## src/rtl/calc_display_pkg.sv

```systemverilog
// Shared nibble codes and active-low 7-segment glyphs for the calculator display path.
// Segment order is {g,f,e,d,c,b,a}; a 0 bit lights that segment.
package calc_display_pkg;

  localparam logic [3:0] NIB_BLANK = 4'hF;
  localparam logic [3:0] NIB_MINUS = 4'hA;

  localparam logic [6:0] SEG_BLANK = 7'h7F;
  localparam logic [6:0] SEG_MINUS = 7'h3F;

  localparam logic [6:0] SEG_DIGIT [0:9] = '{
    7'h40, 7'h79, 7'h24, 7'h30, 7'h19,
    7'h12, 7'h02, 7'h78, 7'h00, 7'h10
  };

endpackage

```

## src/rtl/seg7_decode.sv

```systemverilog
// Combinational nibble-to-glyph decoder for one active-low common-anode digit.
// blank_force overrides the nibble (used for leading-zero suppression).
module seg7_decode
  import calc_display_pkg::*;
(
  input  logic [3:0] nibble,
  input  logic       blank_force,
  output logic [6:0] seg_n
);

  // Codes 4'hB-4'hF fall through to blank.
  always_comb begin
    seg_n = SEG_BLANK;
    if (!blank_force) begin
      case (nibble)
        4'd0:      seg_n = SEG_DIGIT[0];
        4'd1:      seg_n = SEG_DIGIT[1];
        4'd2:      seg_n = SEG_DIGIT[2];
        4'd3:      seg_n = SEG_DIGIT[3];
        4'd4:      seg_n = SEG_DIGIT[4];
        4'd5:      seg_n = SEG_DIGIT[5];
        4'd6:      seg_n = SEG_DIGIT[6];
        4'd7:      seg_n = SEG_DIGIT[7];
        4'd8:      seg_n = SEG_DIGIT[8];
        4'd9:      seg_n = SEG_DIGIT[9];
        NIB_MINUS: seg_n = SEG_MINUS;
        default:   seg_n = SEG_BLANK;
      endcase
    end
  end

endmodule

```

## src/rtl/bcd_display_scan.sv

```systemverilog
// Time-multiplexed scanner for a common-anode 7-segment bank, snapshotting bcd_in once per frame.
// Optional leading-zero blanking is enabled by defining BCD_DISP_LEADING_ZERO_BLANK_EN.
module bcd_display_scan
  import calc_display_pkg::*;
#(
  parameter int NUM_DIGITS   = 11,
  parameter int REFRESH_DIV  = 50000,
  parameter int DIV_W        = 16,
  parameter int GHOST_CYCLES = 2
) (
  input  logic                    clk,
  input  logic                    reset,
  input  logic [4*NUM_DIGITS-1:0] bcd_in,
  output logic [6:0]              seg_n,
  output logic [NUM_DIGITS-1:0]   an_n,
  output logic                    frame_start
);

  localparam int IDX_W = (NUM_DIGITS > 1) ? $clog2(NUM_DIGITS) : 1;

  logic [DIV_W-1:0]        prescaler;
  logic [IDX_W-1:0]        digit_idx;
  logic [4*NUM_DIGITS-1:0] frame_reg;
  logic                    slot_end;
  logic                    snap_now;
  logic                    ghost;
  logic [NUM_DIGITS-1:0]   lz_blank;
  logic [3:0]              sel_nib;
  logic                    sel_blank;
  logic [NUM_DIGITS-1:0]   an_next;
  logic [6:0]              dec_seg;

  assign slot_end = (prescaler == DIV_W'(REFRESH_DIV - 1));
  assign snap_now = (prescaler == '0) && (digit_idx == '0);
  assign ghost    = (prescaler < DIV_W'(GHOST_CYCLES));

  always_ff @(posedge clk) begin
    if (!reset) begin
      prescaler   <= '0;
      digit_idx   <= '0;
      frame_reg   <= '1;
      frame_start <= 1'b0;
    end else begin
      prescaler   <= slot_end ? '0 : prescaler + DIV_W'(1);
      frame_start <= snap_now;
      if (slot_end) begin
        digit_idx <= (digit_idx == IDX_W'(NUM_DIGITS - 1)) ? '0 : digit_idx + IDX_W'(1);
      end
      if (snap_now) begin
        frame_reg <= bcd_in;
      end
    end
  end

`ifdef BCD_DISP_LEADING_ZERO_BLANK_EN
  // Walk from the most-significant digit down; blanking survives only through 0/blank nibbles.
  logic       above_ok;
  logic [3:0] lz_nib;

  always_comb begin
    lz_blank = '0;
    above_ok = 1'b1;
    lz_nib   = 4'h0;
    for (int k = NUM_DIGITS - 1; k >= 0; k--) begin
      lz_nib = frame_reg[4*k +: 4];
      if (k > 0) begin
        lz_blank[k] = above_ok && (lz_nib == 4'h0);
      end
      above_ok = above_ok && ((lz_nib == 4'h0) || (lz_nib == NIB_BLANK));
    end
  end
`else
  assign lz_blank = '0;
`endif

  always_comb begin
    sel_nib   = NIB_BLANK;
    sel_blank = 1'b0;
    an_next   = '1;
    for (int k = 0; k < NUM_DIGITS; k++) begin
      if (digit_idx == IDX_W'(k)) begin
        sel_nib    = frame_reg[4*k +: 4];
        sel_blank  = lz_blank[k];
        an_next[k] = 1'b0;
      end
    end
  end

  seg7_decode u_decode (
    .nibble      (sel_nib),
    .blank_force (sel_blank),
    .seg_n       (dec_seg)
  );

  // Anodes stay off for the first GHOST_CYCLES of each slot to hide segment ghosting.
  always_ff @(posedge clk) begin
    if (!reset) begin
      seg_n <= SEG_BLANK;
      an_n  <= '1;
    end else if (ghost) begin
      seg_n <= SEG_BLANK;
      an_n  <= '1;
    end else begin
      seg_n <= dec_seg;
      an_n  <= an_next;
    end
  end

endmodule

```

## config.mk

```make
export PLATFORM = sky130hd
export DESIGN_NAME = bcd_display_scan
export DESIGN_NICKNAME = d
export VERILOG_FILES = /design/src/rtl/calc_display_pkg.sv /design/src/rtl/seg7_decode.sv /design/src/rtl/bcd_display_scan.sv
export SDC_FILE = /design/constraint.sdc
export NUM_CORES = 1
export LEC_CHECK = 0
export BUFFER_PORTS_ARGS = -buffer_cell sky130_fd_sc_hd__buf_2
export CORE_MARGIN = 3
export CORE_UTILIZATION = 25
export DETAILED_ROUTE_END_ITERATION = 8
export GPL_TIMING_DRIVEN = 0
export PLACE_DENSITY = 0.39
export RECOVER_POWER = 25
export SLEW_MARGIN = 20
export SYNTH_ARGS = -nofsm -noshare
export SYNTH_HDL_FRONTEND = slang
export SYNTH_SLANG_ARGS = --single-unit
export TNS_END_PERCENT = 10
```

## constraint.sdc

```tcl
create_clock -name clk -period 4.3 [get_ports clk]
set_clock_uncertainty 0.1 [all_clocks]
set_input_delay 0.86 -clock clk [delete_from_list [all_inputs] [get_ports clk]]
set_output_delay 0.86 -clock clk [all_outputs]
set_load 0.01 [all_outputs]
```

---- Yosys cells after proc, flatten, opt, wreduce, memory -nomap -nowiden ----
Memories as Yosys holds them, arrays and structs flattened. A register that Yosys moved wholly into a read port is not among the register bits.
Cells that the tools add are included.
word-level totals
  memories ................................ 1
  bits of input ports ..................... 46
  ROM bits ................................ 112
  output and inout port bits .............. 19
  bits in registers ....................... 76
cells by class
  $lt $le $gt $ge ......................... 1
  bitwise operators ....................... 1
  reduce and logical (&&, ||, !) cells .... 5
  equal/unequal tests ..................... 11
  add/subtract/negate cells ............... 2
  muxes and demuxes ....................... 23
memories
  memory            depth  width  rd ports  clocked after Yosys merged registers in  write ports  RTL line           RTL
  (name not given)  16     7      1         1                                        0            seg7_decode.sv:15  case (nibble)
operator list
  cell                                                                           count
  4-bit 2-to-1 mux                                                               12
  16-bit by 1-bit adder with 16-bit output, second input constant                1
  16-bit == test, second input constant                                          1
  4-bit by 3-bit == test with 1-bit output, second input constant                4
  16-bit logical NOT                                                             1
  16-bit by 2-bit less-than comparator with 1-bit output, second input constant  1
  4-bit == test, second input constant                                           3
  1-bit 2-to-1 mux                                                               11
  4-bit by 2-bit == test with 1-bit output, second input constant                2
  4-bit by 1-bit adder with 4-bit output, second input constant                  1
  4-bit by 1-bit == test with 1-bit output, second input constant                1
  4-bit logical NOT                                                              1
  2-bit OR reduction                                                             2
  1-bit logical AND                                                              1
  1-bit NOT                                                                      1

---- Depth between registers and ports, before layout ----
Gate-level depths: netlist of the first run.
  word-level depth ........................ 12
  gate-level depth with buffers ........... 10

---- Modules after synthesis ----
A second synthesis of the first run with hierarchy kept.
unflattened totals
  cell total of the unflattened synthesis .. 462
  area, all modules ....................... 3947.5 sq um
modules (own cells, without submodules)
  module            area each (sq um)  cells an instance  times used
  bcd_display_scan  3717.3             428                1
  seg7_decode       230.2              34                 1

---- Worst setup path before layout of the first run ----
Ideal clock, no wire load.
  path kind ............................... flip-flop to flip-flop
  from .................................... register digit_idx[2]
  to ...................................... register seg_n[3]
  required time ........................... 4.072 ns
  library setup time ...................... 0.128 ns
  arrival ................................. 1.941 ns
  path slack .............................. 2.130 ns
  cell stages (with the launch flop) ...... 9
  cells stage by stage .................... dfxtp_1 > mux2_1 > a221o_1 > a221oi_1 > nor2_1 > ha_1 > inv_1 > o21ai_0 > o211ai_1
on the way
  word-level cells in the longest chain between the ends .. 12
RTL lines
  element                          RTL line                RTL
  start: declaration               bcd_display_scan.sv:22  logic [IDX_W-1:0] digit_idx;
  start signal: assignment         bcd_display_scan.sv:47  digit_idx <= (digit_idx == IDX_W'(NUM_DIGITS - 1)) ? '0 : digit_idx + IDX_W'(1);
  4-bit logical NOT                bcd_display_scan.sv:81  if (digit_idx == IDX_W'(k)) begin
  4-bit 2-to-1 mux (10 in series)  bcd_display_scan.sv:81
  4-bit 2-to-1 mux (*)             bcd_display_scan.sv:81
  end: declaration                 bcd_display_scan.sv:14  output logic [6:0] seg_n,
Every way passes the cells marked *; elsewhere a longest branch is shown, timed or not.
A chain may end at the register's enable or synchronous reset.

---- Worst setup path in the final report of the first run ----
Ends and elaborated chain as after synthesis.

==> results of run 1 <==
-- per-layer routing --
layer  part of all wire [%]  routed length [um]  vias to the layer above  global-route usage [%]
met2                     45                4480                       82                    20.5
met5                      0                   0                        -                       0
met4                   0.89                  89                        0                    3.97
met1                     48                4770                     1495                    17.9
li1                       -                   -                     1632                       -
met3                    6.3                 628                        6                    3.60
-- worst min-delay path: cells and delay by family (launching register included) --
kind,cells,cell delay (ps)
flops,1,320
simple gates,2,110
-- worst paths after layout --
| check | to | slack [ps] | cells after the start |
|---|---|---|---|
| worst max-delay path | seg_n[3] | 1580 | 10 |
| worst max register to register | seg_n[3] | 1580 | 10 |
| worst min-delay path | frame_reg[16] | 360 | 2 |
| worst min register to register | frame_reg[16] | 360 | 2 |
-- layout make-up --
| class | count | area share, % |
|---|---|---|
| Buffer | 29 | 3.13 |
| Timing Repair Buffer | 63 | 6.63 |
| Multi-Input combinational cell | 318 | 40.5 |
| Tap cell | 180 | 5.12 |
| Clock inverter | 3 | 0.910 |
| Inverter | 7 | 0.597 |
| Sequential cell | 83 | 37.8 |
| Clock buffer | 12 | 5.38 |
-- cell families after synthesis --
logic type,share of synthesized area [%]
AND/OR/NAND/NOR,30.1
flip-flops,46.2
AO/OA/AOI/OAI,10.2
buffers and inverters,4.56
XOR/XNOR,3.41
multiplexers,4.56
adder cells (fa/ha/maj),1.04
-- per-stage QoR --
| step | utilization, % | cell area [um2] | total power [mW] |
|---|---|---|---|
| 3_3_place_gp | 29.6 | 4140 | 1.13 |
| 5_1_grt | 31.4 | 4400 | 1.96 |
| 3_5_place_dp | 29.6 | 4150 | 1.14 |
| 6_report | 31.4 | 4400 | 1.86 |
| 4_1_cts | 31.6 | 4420 | 1.89 |
| 2_1_floorplan | - | 3600 | 1.05 |
-- Yosys cell counts, types with 2 or more instances --
cell	n
sky130_fd_sc_hd__nand2_1	117
sky130_fd_sc_hd__dfxtp_1	83
sky130_fd_sc_hd__nand3_1	57
sky130_fd_sc_hd__nor2_1	21
sky130_fd_sc_hd__buf_2	14
sky130_fd_sc_hd__clkbuf_1	12
sky130_fd_sc_hd__o21ai_0	11
sky130_fd_sc_hd__a21oi_1	7
sky130_fd_sc_hd__inv_1	7
sky130_fd_sc_hd__mux2i_1	7
sky130_fd_sc_hd__nor2b_1	7
sky130_fd_sc_hd__nor3_1	7
sky130_fd_sc_hd__xnor2_1	7
sky130_fd_sc_hd__xor2_1	7
sky130_fd_sc_hd__a21o_1	4
sky130_fd_sc_hd__and2_1	4
sky130_fd_sc_hd__nand4_1	4
sky130_fd_sc_hd__a21boi_0	3
sky130_fd_sc_hd__a221o_1	3
sky130_fd_sc_hd__and3_1	3
sky130_fd_sc_hd__ha_1	3
sky130_fd_sc_hd__mux2_2	3
sky130_fd_sc_hd__nand2b_1	3
sky130_fd_sc_hd__a211o_1	2
sky130_fd_sc_hd__a221oi_2	2
sky130_fd_sc_hd__a32o_1	2
sky130_fd_sc_hd__mux2_1	2
sky130_fd_sc_hd__nor4_1	2
sky130_fd_sc_hd__nor4_2	2
sky130_fd_sc_hd__o211ai_1	2
sky130_fd_sc_hd__o21a_1	2
sky130_fd_sc_hd__o22ai_1	2
sky130_fd_sc_hd__or3_1	2
sky130_fd_sc_hd__or4_1	2
-- power by group --
part / switching, mW / leakage, nW / internal, mW / total [mW]
registers: 0.0348 / 0.683 / 0.829 / 0.864
logic: 0.151 / 0.981 / 0.103 / 0.254
clock network: 0.295 / 0.136 / 0.445 / 0.740
total: 0.481 / 1.80 / 1.38 / 1.86
==> results by stage, run 1 <==
Yosys:
- Summing every instance area after synthesis gives between 3000 and 4000 um2.
- During synthesis, Yosys emitted a total of 0 warnings.
- The mean cell area of the mapped netlist is between 8 and 9 um2.
- By area the synthesized netlist is led by sky130_fd_sc_hd__dfxtp_1 46%, sky130_fd_sc_hd__nand2_1 12%, sky130_fd_sc_hd__nand3_1 7.9%.
- Sequential elements use between 40 and 50% of the synthesized area.
- The net count of the mapped netlist is between 400 and 500.
- The number of synthesized flops with an enable pin is 0.
- The most used flip-flop cell after synthesis is sky130_fd_sc_hd__dfxtp_1.
- In the synthesized netlist, the number of instances is approximately 440.
- Yosys mapped the design onto 55 distinct sky130hd cell types.
- The proportion of register bits with asynchronous set or reset after synthesis is 0%.
- sky130_fd_sc_hd__dfxtp_1 takes more of the synthesized area than any other cell.
- In this run the biggest area consumer among cell types represents a little under half of the synthesized area.
- The synthesized design contains a little over 80 register bits.

Critical path:
- STA classifies the critical path startpoint as a flip-flop.
- The critical setup path kind is flip-flop to flip-flop.
- Traced cell by cell, the critical path runs through buf_6, clkbuf_1, nor2b_1, nand2_1, a221oi_1, nor2_1, ha_1, inv_1, o21ai_0, o211ai_1.
- The critical path required time is approximately 4400 ps.
- The startpoint identified for the worst register-to-register timing path is digit_idx[2].
- The kind of cell with the highest combined delay on the critical path is simple AND/OR/NAND/NOR gates.
- The library cell contributing the largest single delay on the critical path is sky130_fd_sc_hd__nor2b_1.
- The endpoint type of the worst setup path is a flip-flop.
- The largest stage delay on the critical path is roughly 420 ps.
- In this run the worst path has a maximum fanout of 10.
- The critical path starts at digit_idx[2].
- The worst endpoint data arrival time is 2830 ps.
- The number of buffer and inverter stages on the critical path is 3.

Clocking:
- The worst-skew pair later-pin latency is about 340 ps.
- The buffer cell driving the clock tree root is sky130_fd_sc_hd__clkbuf_16.
- The count of hold buffers inserted by post-cts repair is 0.
- TritonCTS created 9 clock buffers.
- The clock transition at the register clock pins on the worst setup and hold paths after CTS is 60 ps.
- Once the clock tree was built, the setup fixing pass inserted 0 buffers.
- The clock sink total is 83.
- The clock tree synthesis step divided the H-tree into 3 levels.
- The TritonCTS clock tree is done.
- The post-cts sizing count is 0.
- The maximum buffer depth of the clock tree is 2.

Finish:
- Leaving out fill and tap cells, the most frequent cell in the layout is sky130_fd_sc_hd__nand2_1.
- In the final layout, the multi-input gates occupy 1780 um2.
- After the last flow step, the layout net total stands at 560.
- From synthesis to final layout, the design area changed by 22.3%.
- After filler insertion, the fill cell instance count of the layout stands at 1548.
- The antenna diode instance count is 0.
- In the layout the commonest cells are 117 x sky130_fd_sc_hd__nand2_1, 83 x sky130_fd_sc_hd__dfxtp_1, 58 x sky130_fd_sc_hd__buf_2, 57 x sky130_fd_sc_hd__nand3_1, 34 x sky130_fd_sc_hd__clkbuf_1.
- The fraction of layout instances using a drive strength above 1 is approximately 17%.
- The register with the most flip-flops in the layout has 44 of them.
- The post-route non-filler standard cell count is 695.
- The area occupied by registers is 1660 um2.

Global route:
- The total congestion overflow is 0.
- Global routing used about an eighth of the available tracks across all layers.
- The initial antenna violation count is 0.
- The via count of the first global-routing pass was about 3.2k.
- Entering global routing, the biggest net connects 13 pins.
- The global-route wire length before repair is 16500 um.

STA:
- The final-layout worst hold slack is 365 ps.
- The max-slew violation count is 0.
- Measured against its own limit, the worst slew margin works out to between 30% and 40%.
- The number of hold violations in the final report is 0.
- Setup repair after global routing left no endpoint under its margin.
- The final setup violation count is 0.
- In the post-route analysis, the smallest setup slack over all paths is between 1500 and 2000 ps.
- The routed design could run at a clock period as short as between 2000 and 3000 ps.
- Dividing the final minimum period by the clock period gives between 60 and 70%.
- At the pin with the least slew margin, the transition time is roughly 980 ps.
- After routing, the total negative slack on setup checks comes to 0 ps.
- Static timing analysis puts the maximum clock frequency at 368 MHz.

Placement:
- Counting tap cells, the placed design contains a total of just under 700 instances.
- The number of buffers added on ports is 63.
- Before CTS, the worst setup slack after placement is between 1500 and 2000 ps.
- The congestion estimate from routability-driven global placement came to around 0.81.
- Summed over all nets, the half-perimeter wirelength after detailed placement is roughly 7400 um.

Drt:
- The detail-routed net length per standard cell is around 14 um.
- Dividing the detail-routed via count by the number of cells gives between 4 and 5.
- For this block, the initial DRC count from the detailed router was roughly 200.
- The first TritonRoute pass finished after 4 iterations.
- The number of remaining DRC errors is 0.
- The count of nets left with antenna violations after detail routing is 0.
- The total number of vias is approximately 3.2k.
- The post-detailed-routing wire length is roughly 10000 um.

Power:
- For this design the ratio of total power to cell area is ~420 nW/um2.
- Across the VDD grid, the largest voltage drop is ~180 uV.
- Summed over all cells, the static leakage comes to 1.80 nW.

Floorplanning:
- Once the floorplan was initialized, standard cells occupied 25.7% of the core.
- The initialized floorplan defines 43 standard-cell rows.
- The area of the die is around 16000 um2.
- The overall die width is approximately 130 um.
- Measured along the y axis, the die boundary spans between 100 and 150 um.
- The standard cell core area is between 10000 and 15000 um2.
- Pin placement for this block handled 65 I/O pins.

Run status:
- The flow ran to the end, and the final reports show no timing, DRC or antenna violations.

Min path:
- The class of the tightest hold or removal check is flip-flop to flip-flop.
- The startpoint identified for the worst hold timing path is frame_reg[16].

Run:
- The number of max-cap violations is 0.
Note: power is estimated with default switching activity, not from simulation.
==> run 2, diff against run 1 <==
PLACE_DENSITY = 0.41   (was 0.39)
clock period = 2.5 ns   (was 4.3 ns; I/O delays follow)
==> run 2 against run 1 <==
Compared with the run above:
- global-route usage fell by 0.26 points
- sequential cell count did not move
- clock-buffer cell count fell by 1
- routed wire length fell by 1.2%
- combinational power rose by 74%
- cell count rose by 0.58%
- largest cell class unchanged
- highest routed layer unchanged
==> results by stage, run 2 (same netlist as run 1, synthesis figures left out) <==
Finish:
- The synthesis-to-finish area growth is 25.2%.
- The fraction of layout instances using a drive strength above 1 is 19.8% (+3.3 points).
- The top cell types in the final layout, fill and taps aside, are 117 x sky130_fd_sc_hd__nand2_1, 82 x sky130_fd_sc_hd__dfxtp_1, 57 x sky130_fd_sc_hd__buf_2, 57 x sky130_fd_sc_hd__nand3_1, 29 x sky130_fd_sc_hd__clkbuf_1.
- The net total in the final layout is 563 (+0.54%).
- The cell area after layout is 4500 um2 (+2.4%).
- The flip-flop count of the largest register after layout is 44 (unchanged).
- The library cell used most frequently in the layout, excluding fill and tap cells, is sky130_fd_sc_hd__nand2_1.
- The utilization after layout is 32.2% (+0.75 points).
- The antenna diode instance count is 0 (unchanged).

Critical path:
- The endpoint identified for the worst register-to-register timing path is seg_n[0].
- The largest stage delay on the critical path was 400 ps (-20 ps).
- The critical setup path kind is flip-flop to flip-flop.
- The library cell contributing the largest single delay on the critical path is sky130_fd_sc_hd__a21boi_1.
- The critical path required time is 2640 ps (-1770 ps).
- The number of buffer and inverter stages on the critical path is 2 (-1).
- The logic depth of the worst register-to-register path is 8 (-2).
- The worst register-to-register path begins at digit_idx[0].
- The startpoint class of the critical path is a flip-flop.
- The worst endpoint data arrival time is 2540 ps (-290 ps).
- The highest fanout seen on the critical path is 10 (unchanged).
- The endpoint type of the worst setup path is a flip-flop.
- The critical path goes through clkbuf_4, buf_6, o21ai_0, a2bb2oi_2, a21boi_1, a221oi_4, a211o_1, o22a_1.
- The reg2reg setup slack is 100 ps (-1480 ps).
- The kind of cell with the highest combined delay on the critical path is compound AO/OA/AOI/OAI gates.

Placement:
- The final weighted congestion in routability-driven placement is 0.772 (-4.5%).
- The number of buffers added on ports is 63 (unchanged).
- The HPWL reported at the end of detailed placement is 7240 um (-1.9%).
- The pre-CTS setup slack came to -175 ps (-1740 ps).
- The placement-stage cell area is 4150 um2 (unchanged).

Floorplanning:
- The initial standard-cell utilization of the core is 25.7% (unchanged).
- The overall die height is 126 um (unchanged).
- The row count was 43 (unchanged).
- The overall die width is 126 um (unchanged).
- The standard cell core area was 14000 um2 (unchanged).
- The number of I/O pins was 65 (unchanged).
- The area of the die was 15900 um2 (unchanged).

STA:
- The number of hold violations in the final report is 0 (unchanged).
- The worst path setup slack after routing is 99.4 ps (-1480 ps).
- The transition time of the tightest slew-check pin was 725 ps (-260 ps).
- The fraction of the cycle the final worst path needs is 96.0% (+33 points).
- The final setup violation count was 0 (unchanged).
- The max-slew violation count was 0 (unchanged).
- The post-route setup TNS was 0 ps (unchanged).
- The headroom to the max-slew limit is 51.3% (+18 points).
- The final critical path time including I/O delays and setup is 2400 ps (-318 ps).
- The upper clock frequency limit was 417 MHz (+13%).
- Setup repair after global routing could not meet its margin everywhere.

Clocking:
- The maximum buffer depth of the clock tree was 2 (unchanged).
- TritonCTS built the clock tree.
- The clock transition at the register clock pins on the worst setup and hold paths after CTS is 60 ps (about the same).
- The worst-skew pair later-pin latency is 350 ps (about the same).
- The clock sink total was 83 (unchanged).
- The buffer cell driving the clock tree root is sky130_fd_sc_hd__clkbuf_16.
- The total CTS buffers came to 9 (unchanged).
- The number of H-tree levels came to 3 (unchanged).

Drt:
- The number of vias per cell is 4.61 (-0.36%).
- The detailed router used layers up to and including met4.
- The number of remaining DRC errors is 0 (unchanged).
- The detailed-routed wire length on met2 is 4220 um (-5.9%).
- The first-iteration detailed-routing DRC count came to 215 (+5.4%).
- The post-detailed-routing wire length came to 9850 um (-1.2%).
- The total number of vias is 3222 (+0.22%).
- The wire length the detailed router placed on met1 was 4810 um (+0.90%).
- The routed length on met3 came to 585 um (-6.8%).
- The detail-routed net length per standard cell was 14.1 um (-1.7%).
- The number of search-and-repair iterations in the first detailed-routing pass is 4 (unchanged).
- The count of nets left with antenna violations after detail routing was 0 (unchanged).

Power:
- The standby leakage power is 1.83 nW (+1.9%).
- The cell area power density is 723 nW/um2 (+71%).
- The worst voltage drop across the vdd grid came to 307 uV (+68%).
- The overall power of the completed layout is 3.25 mW (+75%).

Global route:
- The initial antenna violation count is 0 (unchanged).
- The global-route wire length before repair is 16100 um (-2.9%).
- The via count of the first global-routing pass is 3136 (-3.0%).
- The maximum number of pins on one net before global-route repair came to 14 (+1).
- The total congestion overflow was 0 (unchanged).
- The total routing resource utilization after global routing is 12.9% (-0.26 points).

Run:
- The number of max-cap violations came to 0 (unchanged).

Run status:
- The flow ran to the end, and the final reports show no timing, DRC or antenna violations.

Min path:
- The class of the tightest hold or removal check is input port to flip-flop.
- The instance count along the most critical hold path was 3 (+1).
- The start point of the worst min-delay path is bcd_in[33].
- The terminating pin of the worst hold path is frame_reg[33].
## run 2: repair_timing
item	4_1_cts	5_1_grt
setup endpoints to repair	16	57
pin swaps	0	2
buffers inserted	0	4
gates resized for setup	4	12
hold buffers	0	0
## run 2: stage by stage
step	std cells	hold WS [ps]
3_3_place_gp	680	345
6_report	699	253
5_1_grt	699	247
4_1_cts	696	242
2_1_floorplan	437	333
3_5_place_dp	680	355
## run 2: report_power, final
part / switching, mW / internal (mW) / leakage (nW)
sequential: 0.0579 / 1.43 / 0.683
clock: 0.532 / 0.795 / 0.145
combinational: 0.259 / 0.184 / 1.01
total: 0.849 / 2.41 / 1.83
## run 2: routing by layer
| metal | vias to the layer above | track usage [%] |
|---|---|---|
| li1 | 1647 | - |
| met1 | 1478 | 17.2 |
| met2 | 80 | 19.3 |
| met3 | 17 | 4.07 |
| met4 | 0 | 5.49 |
| met5 | - | 0 |
## run 2: worst reg2reg max path: cells and delay by family, from the launching register on
family,cells,cell delay [ps]
DFF,1,300
buffers and inverters,2,420
AOI/OAI and AO/OA,6,1480
## run 2: layout make-up
cell class,instances,area (um2)
fillers,1526,9480
multi-input cells,318,1830
flip-flops and latches,83,1660
repair buffers,67,322
clock buffers,11,243
well taps,180,225
plain buffers,28,143
clock inverters,5,52.6
inverters,7,30.0
## run 2: how the worst max path moves through the flow
| stage | startpoint | endpoint | slack, ps | depth (start not counted) |
|---|---|---|---|---|
| 3_5_place_dp | prescaler[0] | digit_idx[2] | -170 | 7 |
| 5_1_grt | digit_idx[1] | seg_n[0] | -40 | 7 |
| 4_1_cts | digit_idx[0] | seg_n[3] | -40 | 10 |
| 6_report | digit_idx[0] | seg_n[0] | 100 | 8 |
| 2_1_floorplan | digit_idx[2] | seg_n[3] | 330 | 8 |
| 3_3_place_gp | prescaler[12] | frame_reg[22] | -270 | 6 |
